**config.mk**
```make
export PLATFORM = sky130hd
export DESIGN_NAME = diffuse_scheduler_flat
export DESIGN_NICKNAME = d
export VERILOG_FILES = /design/src/rtl/diffuse_pkg.sv /design/src/rtl/diffuse_scheduler_if.sv /design/src/rtl/diffuse_tick_gen.sv /design/src/rtl/diffuse_scheduler.sv /design/src/flat_wrapper.sv
export SDC_FILE = /design/constraint.sdc
export NUM_CORES = 1
export LEC_CHECK = 0
export ABC_AREA = 0
export CORE_UTILIZATION = 54
export DETAILED_ROUTE_END_ITERATION = 8
export PLACE_DENSITY = 0.74
export SYNTH_ARGS = -nofsm -noshare
export SYNTH_HDL_FRONTEND = slang
export SYNTH_SLANG_ARGS = --single-unit
```
**constraint.sdc**
```tcl
create_clock -name clk -period 9.8 [get_ports clk]
set_input_delay 1.96 -clock clk [delete_from_list [all_inputs] [get_ports clk]]
set_output_delay 1.96 -clock clk [all_outputs]
set_load 0.02 [all_outputs]
```
**src/rtl/diffuse_pkg.sv**
```systemverilog
// Shared state encoding, scent/timer constants and lookup helpers for the diffuser scheduler.
package diffuse_pkg;

  typedef enum logic [2:0] {
    IDLE   = 3'd0,
    PRIME  = 3'd1,
    SPRAY  = 3'd2,
    REST   = 3'd3,
    MANUAL = 3'd4,
    PURGE  = 3'd5
  } state_t;

  localparam logic [1:0] COTTON = 2'd0;
  localparam logic [1:0] WOODY  = 2'd1;
  localparam logic [1:0] CITRUS = 2'd2;

  localparam logic [6:0] T30  = 7'd30;
  localparam logic [6:0] T60  = 7'd60;
  localparam logic [6:0] T120 = 7'd120;

  // Unused code 3 falls back to Cotton.
  function automatic logic [2:0] scent_onehot(input logic [1:0] s);
    case (s)
      COTTON:  return 3'b001;
      WOODY:   return 3'b010;
      CITRUS:  return 3'b100;
      default: return 3'b001;
    endcase
  endfunction

  function automatic logic [6:0] timer_minutes(input logic [1:0] t);
    case (t)
      2'd1:    return T60;
      2'd2:    return T120;
      default: return T30;
    endcase
  endfunction

endpackage

```
**src/rtl/diffuse_scheduler_if.sv**
```systemverilog
// Bus between the mode controller, the scheduler and the pump/valve/LCD consumers.
interface diffuse_scheduler_if;
  import diffuse_pkg::*;

  logic [1:0] scent_sel;
  logic [1:0] timer_sel;
  logic       pump_on;
  logic       pump_off;
  logic       manual_on;
  logic       pump_en;
  logic [2:0] valve_sel;
  logic [6:0] remaining_min;
  logic       busy;
  logic       done;
  state_t     state_o;

  modport master (
    output scent_sel, timer_sel, pump_on, pump_off, manual_on,
    input  pump_en, valve_sel, remaining_min, busy, done, state_o
  );

  modport slave (
    input  scent_sel, timer_sel, pump_on, pump_off, manual_on,
    output pump_en, valve_sel, remaining_min, busy, done, state_o
  );

endinterface

```
**src/rtl/diffuse_tick_gen.sv**
```systemverilog
// One-second prescaler: counts 0..TICK_DIV-1, tick is high while the count sits at its last value.
module diffuse_tick_gen #(
  parameter int TICK_DIV = 1_000_000
) (
  input  logic clk,
  input  logic reset,
  input  logic clr,
  output logic tick
);

  localparam int CW = (TICK_DIV > 1) ? $clog2(TICK_DIV) : 1;
  localparam logic [CW-1:0] LAST = CW'(TICK_DIV - 1);

  logic [CW-1:0] cnt;

  always_ff @(posedge clk or posedge reset) begin
    if (reset)                    cnt <= '0;
    else if (clr || cnt == LAST)  cnt <= '0;
    else                          cnt <= cnt + 1'b1;
  end

  assign tick = (cnt == LAST);

endmodule

```
**src/rtl/diffuse_scheduler.sv**
```systemverilog
// Pump/valve sequencer for timed PRIME/SPRAY/REST sessions and manual bursts.
// Define DIFF_PURGE_EN to add a pump-only PURGE phase after natural session expiry.
module diffuse_scheduler
  import diffuse_pkg::*;
#(
  parameter int TICK_DIV    = 1_000_000,
  parameter int SEC_PER_MIN = 60,
  parameter int PRIME_S     = 2,
  parameter int SPRAY_S     = 10,
  parameter int REST_S      = 50,
  parameter int MANUAL_S    = 5,
  parameter int PURGE_S     = 3
) (
  input  logic                 clk,
  input  logic                 reset,
  diffuse_scheduler_if.slave   bus
);

  localparam logic [15:0] MIN_LAST = 16'(SEC_PER_MIN - 1);

  state_t      state, next_state;
  logic [1:0]  scent_q, scent_nxt;
  logic [6:0]  rem_q;
  logic [15:0] sec_cnt, min_cnt;
  logic        pump_q, busy_q, done_q, done_nxt;
  logic [2:0]  valve_q;
  logic        tick, entering, in_session, phase_done, min_tick, expire;
  logic        session_start, manual_start;

  function automatic logic [15:0] phase_len(input state_t s);
    case (s)
      PRIME:   return 16'(PRIME_S);
      SPRAY:   return 16'(SPRAY_S);
      REST:    return 16'(REST_S);
      MANUAL:  return 16'(MANUAL_S);
      PURGE:   return 16'(PURGE_S);
      default: return 16'd0;
    endcase
  endfunction

  diffuse_tick_gen #(.TICK_DIV(TICK_DIV)) u_tick (
    .clk   (clk),
    .reset (reset),
    .clr   ((state == IDLE) || entering),
    .tick  (tick)
  );

  assign entering   = (next_state != state);
  assign in_session = (state == PRIME) || (state == SPRAY) || (state == REST);
  assign phase_done = tick && ((sec_cnt + 16'd1) == phase_len(state));
  assign min_tick   = in_session && tick && (min_cnt == MIN_LAST);
  assign expire     = min_tick && (rem_q == 7'd1);

  always_comb begin
    next_state    = state;
    session_start = 1'b0;
    manual_start  = 1'b0;
    done_nxt      = 1'b0;
    case (state)
      IDLE: begin
        if (bus.pump_on && !bus.pump_off) begin
          next_state    = PRIME;
          session_start = 1'b1;
        end else if (bus.manual_on && !bus.pump_off) begin
          next_state   = MANUAL;
          manual_start = 1'b1;
        end
      end
      PRIME:  if (phase_done) next_state = SPRAY;
      SPRAY:  if (phase_done) next_state = REST;
      REST:   if (phase_done) next_state = SPRAY;
      MANUAL: if (phase_done) next_state = IDLE;
`ifdef DIFF_PURGE_EN
      PURGE: begin
        if (phase_done) begin
          next_state = IDLE;
          done_nxt   = 1'b1;
        end
      end
`endif
      default: next_state = IDLE;
    endcase
    // Session expiry overrides whatever phase boundary happens on the same tick.
    if (expire) begin
`ifdef DIFF_PURGE_EN
      next_state = PURGE;
`else
      next_state = IDLE;
      done_nxt   = 1'b1;
`endif
    end
    if (state != IDLE && bus.pump_off) begin
      next_state = IDLE;
      done_nxt   = 1'b0;
    end
    scent_nxt = scent_q;
    if (session_start || manual_start || (state == REST && next_state == SPRAY))
      scent_nxt = bus.scent_sel;
  end

  always_ff @(posedge clk or posedge reset) begin
    if (reset) begin
      state   <= IDLE;
      scent_q <= COTTON;
      rem_q   <= 7'd0;
      sec_cnt <= 16'd0;
      min_cnt <= 16'd0;
      pump_q  <= 1'b0;
      valve_q <= 3'b000;
      busy_q  <= 1'b0;
      done_q  <= 1'b0;
    end else begin
      state   <= next_state;
      scent_q <= scent_nxt;
      if (entering)  sec_cnt <= 16'd0;
      else if (tick) sec_cnt <= sec_cnt + 16'd1;
      if (session_start)         min_cnt <= 16'd0;
      else if (in_session && tick) min_cnt <= (min_cnt == MIN_LAST) ? 16'd0 : min_cnt + 16'd1;
      if (next_state == IDLE)    rem_q <= 7'd0;
      else if (session_start)    rem_q <= timer_minutes(bus.timer_sel);
      else if (min_tick)         rem_q <= rem_q - 7'd1;
      // Outputs are decoded from the state being entered so they align with state_o.
      pump_q  <= (next_state == SPRAY) || (next_state == MANUAL) || (next_state == PURGE);
      valve_q <= ((next_state == PRIME) || (next_state == SPRAY) || (next_state == REST) ||
                  (next_state == MANUAL)) ? scent_onehot(scent_nxt) : 3'b000;
      busy_q  <= (next_state != IDLE);
      done_q  <= done_nxt;
    end
  end

  assign bus.pump_en       = pump_q;
  assign bus.valve_sel     = valve_q;
  assign bus.remaining_min = rem_q;
  assign bus.busy          = busy_q;
  assign bus.done          = done_q;
  assign bus.state_o       = state;

endmodule

```
**src/flat_wrapper.sv**
```systemverilog
// flat-port wrapper written by rule: the top's interface ports become plain ports
module diffuse_scheduler_flat import diffuse_pkg::*;
#(
  parameter int TICK_DIV    = 1_000_000,
  parameter int SEC_PER_MIN = 60,
  parameter int PRIME_S     = 2,
  parameter int SPRAY_S     = 10,
  parameter int REST_S      = 50,
  parameter int MANUAL_S    = 5,
  parameter int PURGE_S     = 3
)
  (clk, reset, bus_scent_sel, bus_timer_sel, bus_pump_on, bus_pump_off, bus_manual_on, bus_pump_en, bus_valve_sel, bus_remaining_min, bus_busy, bus_done, bus_state_o);
  diffuse_scheduler_if bus_i ();
  input  logic clk;
  input  logic reset;
  input wire logic [$bits(bus_i.scent_sel)-1:0] bus_scent_sel;
  input wire logic [$bits(bus_i.timer_sel)-1:0] bus_timer_sel;
  input wire logic [$bits(bus_i.pump_on)-1:0] bus_pump_on;
  input wire logic [$bits(bus_i.pump_off)-1:0] bus_pump_off;
  input wire logic [$bits(bus_i.manual_on)-1:0] bus_manual_on;
  output wire logic [$bits(bus_i.pump_en)-1:0] bus_pump_en;
  output wire logic [$bits(bus_i.valve_sel)-1:0] bus_valve_sel;
  output wire logic [$bits(bus_i.remaining_min)-1:0] bus_remaining_min;
  output wire logic [$bits(bus_i.busy)-1:0] bus_busy;
  output wire logic [$bits(bus_i.done)-1:0] bus_done;
  output wire logic [$bits(bus_i.state_o)-1:0] bus_state_o;
  assign bus_i.scent_sel = bus_scent_sel;
  assign bus_i.timer_sel = bus_timer_sel;
  assign bus_i.pump_on = bus_pump_on;
  assign bus_i.pump_off = bus_pump_off;
  assign bus_i.manual_on = bus_manual_on;
  assign bus_pump_en = bus_i.pump_en;
  assign bus_valve_sel = bus_i.valve_sel;
  assign bus_remaining_min = bus_i.remaining_min;
  assign bus_busy = bus_i.busy;
  assign bus_done = bus_i.done;
  assign bus_state_o = bus_i.state_o;
  diffuse_scheduler #(.TICK_DIV(TICK_DIV), .SEC_PER_MIN(SEC_PER_MIN), .PRIME_S(PRIME_S), .SPRAY_S(SPRAY_S), .REST_S(REST_S), .MANUAL_S(MANUAL_S), .PURGE_S(PURGE_S)) u_core (.clk(clk), .reset(reset), .bus(bus_i));
endmodule
```
==> flow_summary.yaml <==
placement:
  gp_congestion: 0.898
  placed_area_mm2: 0.00440
  port_buffers: 24
  hpwl_um: 5840
drt:
  detail-route-antenna-nets: 0
  wl_met1_um: 3910
  wirelength_um: 8510
  wl_per_cell_um: 15.2
  dr_wl_met2_um: 4110
  met3_length_um: 374
  remaining_drc_errors: 0
  viasPerCell: 5.84
  via_count: 3266
  drt-initial-drc-count: 194
  first_pass_iters: 4
  top_layer: "met4"
worst_setup_path:
  cp_cell_sequence: "clkdlybuf4s50_1 -> nor3_1 -> o221ai_1 -> a21oi_1 -> nand3_1 -> nor3b_1"
  r2r_slack_ns: 6.04
  r2r_start: "u_core.u_tick.cnt[6]"
  reg2reg_depth: 9
  endpoint_kind: "register"
  critPathKind: "primary input to register"
  cp_slowest_cell: "nand3_1"
  required_ns: 10.05
  cp-start-kind: "primary input"
  r2r_end: "u_core.bus.valve_sel[0]"
  slowest_delay_ns: 0.59
  arrival_ns: 4.27
  crit_fanout: 20
sta:
  setup_viol: 0
  rsz0062_at_grt: "no"
  period_needed_ns: 4.02
  max_freq_mhz: 249
  final-hold-violation-count: 0
  finalMaxSlewViolations: 0
  fin_crit_sh_pct: 41.0
  max_slew_margin_pct: 32.0
  setup-tns-final_ns: 0
  tightest_slew_ns: 1.02
  finClkSkew_ns: 0.0105
yosys:
  synth-seq-cells: 70
  syn_area_per_cell_um2: 9.39
  ys_seq_area_share_pct: 42.8
  synthArstFlopShare_pct: 100
  synth_edf_count: 0
  syn-cell-area_mm2: 0.00410
  syn-instance-count: 436
  syn_nets: 453
  yosysUniqueCellTypes: 58
  yosys_most_used_dff: "dfrtp_1"
  yosys_warnings: 0
floorplanning:
  start_util_pct: 56.2
  placeableCoreArea_mm2: 0.00729
  dieArea_mm2: 0.00794
  rows: 31
  chipHeight_um: 89.1
  io_pins: 25
  chipWidth_um: 89.1
global_route:
  grt_max_degree: 71
  grt_pass1_wl_um: 14100
  grt_pass1_vias: 3030
  grt_overflow: 0
  grt_usage_pct: 23.1
  antenna_found_initial: 0
clock_tree:
  cts_setup_buffers: 0
  holdBufCountCts: 0
  cts.clk_slew.worst_paths_ns: 0.07
  tritoncts: "yes"
  ctsResizeCount: 0
  insertion_delay_ns: 0.36
  cts_buffers: 9
  cts_buffer_depth: 2
  cts-root-buf: "clkbuf_8"
  clkSinkCount: 70
  cts_max_level: 3
pwr:
  power.share.clock_pct: 38.2
  p_int_mw: 0.458
  power_mw: 0.636
  sequentialPowerShare_pct: 48.5
  switchingPower_mw: 0.178
  vdd_drop_max_mv: 0.103
  pwr_density_cell_mw_per_mm2: 138
  power_leakage_nw: 1.93
  pwr-share-comb_pct: 13.3
  switching_share_pct: 28.0
final_layout:
  nets: 472
  syn2layout_area_growth_pct: 12.5
  final_area_mm2: 0.00461
  drive_gt1_share_pct: 8.70
  antenna_cells: 0
  fillers: 626
min_path:
  min_to: "u_core.u_tick.cnt[0]"
  whs_path_depth: 1
  hp-start: "u_core.u_tick.cnt[0]"
  min_path_type: "register to register"
job:
  drv_cap: 0
run_status:
  status: "completed"
==> state kept, by name (all words and copies together) (netlist names) <==
register                  flops
u_core.bus.busy               1
u_core.bus.done               1
u_core.bus.pump_en            1
u_core.bus.remaining_min      7
u_core.bus.state_o            3
u_core.bus.valve_sel          3
u_core.min_cnt               16
u_core.scent_q                2
u_core.sec_cnt               16
u_core.u_tick.cnt            20
==> layer usage <==
metal | vias to the layer above | GRT usage, %
li1 | 1585 | -
met1 | 1602 | 30.6
met2 | 68 | 37.8
met3 | 11 | 6.00
met4 | 0 | 6.20
met5 | - | 0
==> cell type report <==
type | count | area, um^2 | area share (%)
Timing Repair Buffer | 27 | 263 | 5.70
Multi-Input combinational cell | 333 | 2210 | 47.9
Tap cell | 99 | 124 | 2.69
Clock inverter | 6 | 68.8 | 1.49
Inverter | 14 | 52.6 | 1.14
Clock buffer | 10 | 138 | 2.99
Sequential cell | 70 | 1750 | 38.0
==> worst max-delay path by stage <==
stage | startpoint | cells past startpoint | slack [ns] | end
floorplan | reset | 1 | 6.07 | u_core.bus.busy
global placement | bus_pump_off | 6 | 5.55 | u_core.u_tick.cnt[1]
detailed placement | bus_pump_off | 6 | 5.44 | u_core.u_tick.cnt[1]
CTS | bus_pump_off | 6 | 5.79 | u_core.u_tick.cnt[16]
global route | bus_pump_off | 6 | 5.44 | u_core.u_tick.cnt[6]
finish | bus_pump_off | 6 | 5.78 | u_core.u_tick.cnt[1]
==> cell families after synthesis <==
group	synth area share [%]
buffers and inverters	3.42
muxes	1.80
and+or+nand+nor	27.1
xor gates and xnor gates	12.6
DFF	42.8
AOI/OAI and AO/OA	9.87
adders and majority gates	2.44
==> cells in the final DEF (no fill, tap or decap), types with 2 or more instances in the layout <==
master / instances
or3_1: 3
o211ai_1: 2
nor2b_1: 4
buf_4: 3
xnor2_1: 31
o22ai_1: 2
nor3_2: 3
a21oi_1: 11
o2111ai_1: 2
mux2_2: 3
dfrtp_1: 70
or4_1: 4
a211oi_1: 4
and2_1: 3
a2bb2oi_1: 2
or2_2: 2
ha_1: 8
nand3_1: 28
nor2_1: 48
mux2i_1: 4
clkdlybuf4s50_1: 24
nor3b_1: 3
xor2_1: 28
nand3b_1: 6
clkinv_4: 2
a21o_1: 3
nor4_2: 2
o21ai_0: 10
nand2b_1: 3
inv_1: 13
clkbuf_8: 10
nand4_1: 11
nand2_1: 25
nor3_1: 37
and3_1: 11
a31oi_1: 3
nor4_1: 6
==> worst max-delay path: cells and delay by family <==
| family | cells | cell delay [ns] |
|---|---|---|
| AOI/OAI and AO/OA | 2 | 0.41 |
| buffers and inverters | 1 | 0.50 |
| and+or+nand+nor | 3 | 1.40 |
==> synthesized netlist by cell type, types with 4 or more instances <==
library cell / instances / area [um^2]
buf_2: 4 / 20.0
ha_1: 8 / 100
nor3_1: 38 / 190
xnor2_1: 31 / 272
dfrtp_1: 70 / 1750
or4_1: 4 / 30.0
inv_1: 14 / 52.6
nor2_1: 48 / 180
nand3b_1: 6 / 45.0
o21ai_0: 10 / 50.1
a21oi_1: 11 / 55.1
xor2_1: 28 / 245
nand3_1: 28 / 140
clkbuf_1: 13 / 48.8
nor2b_1: 4 / 25.0
nand2_1: 25 / 93.8
and3_1: 11 / 68.8
mux2i_1: 4 / 40.0
a211oi_1: 4 / 30.0
nand4_1: 11 / 68.8
nor4_1: 6 / 37.5
==> power groups by stage <==
stage | registers [mW] | logic, mW | clock network, mW
after floorplan | 0.319 | 0.0509 | 0
after global placement | 0.313 | 0.0833 | 0
after detailed placement | 0.314 | 0.0859 | 0
after CTS | 0.308 | 0.0863 | 0.248
after global routing | 0.310 | 0.0948 | 0.259
final | 0.308 | 0.0849 | 0.243
==> per-stage QoR <==
step	hold slack (ns)	worst slack [ns]	utilization [%]	instances
4_1_cts	0.494	5.79	63.2	559
5_1_grt	0.515	5.44	63.2	559
3_3_place_gp	0.475	5.55	60.3	543
6_report	0.492	5.78	63.2	559
3_5_place_dp	0.483	5.44	60.3	543
2_1_floorplan	0.458	6.07	-	436
No activity file was read; power rests on OpenSTA's default activity.
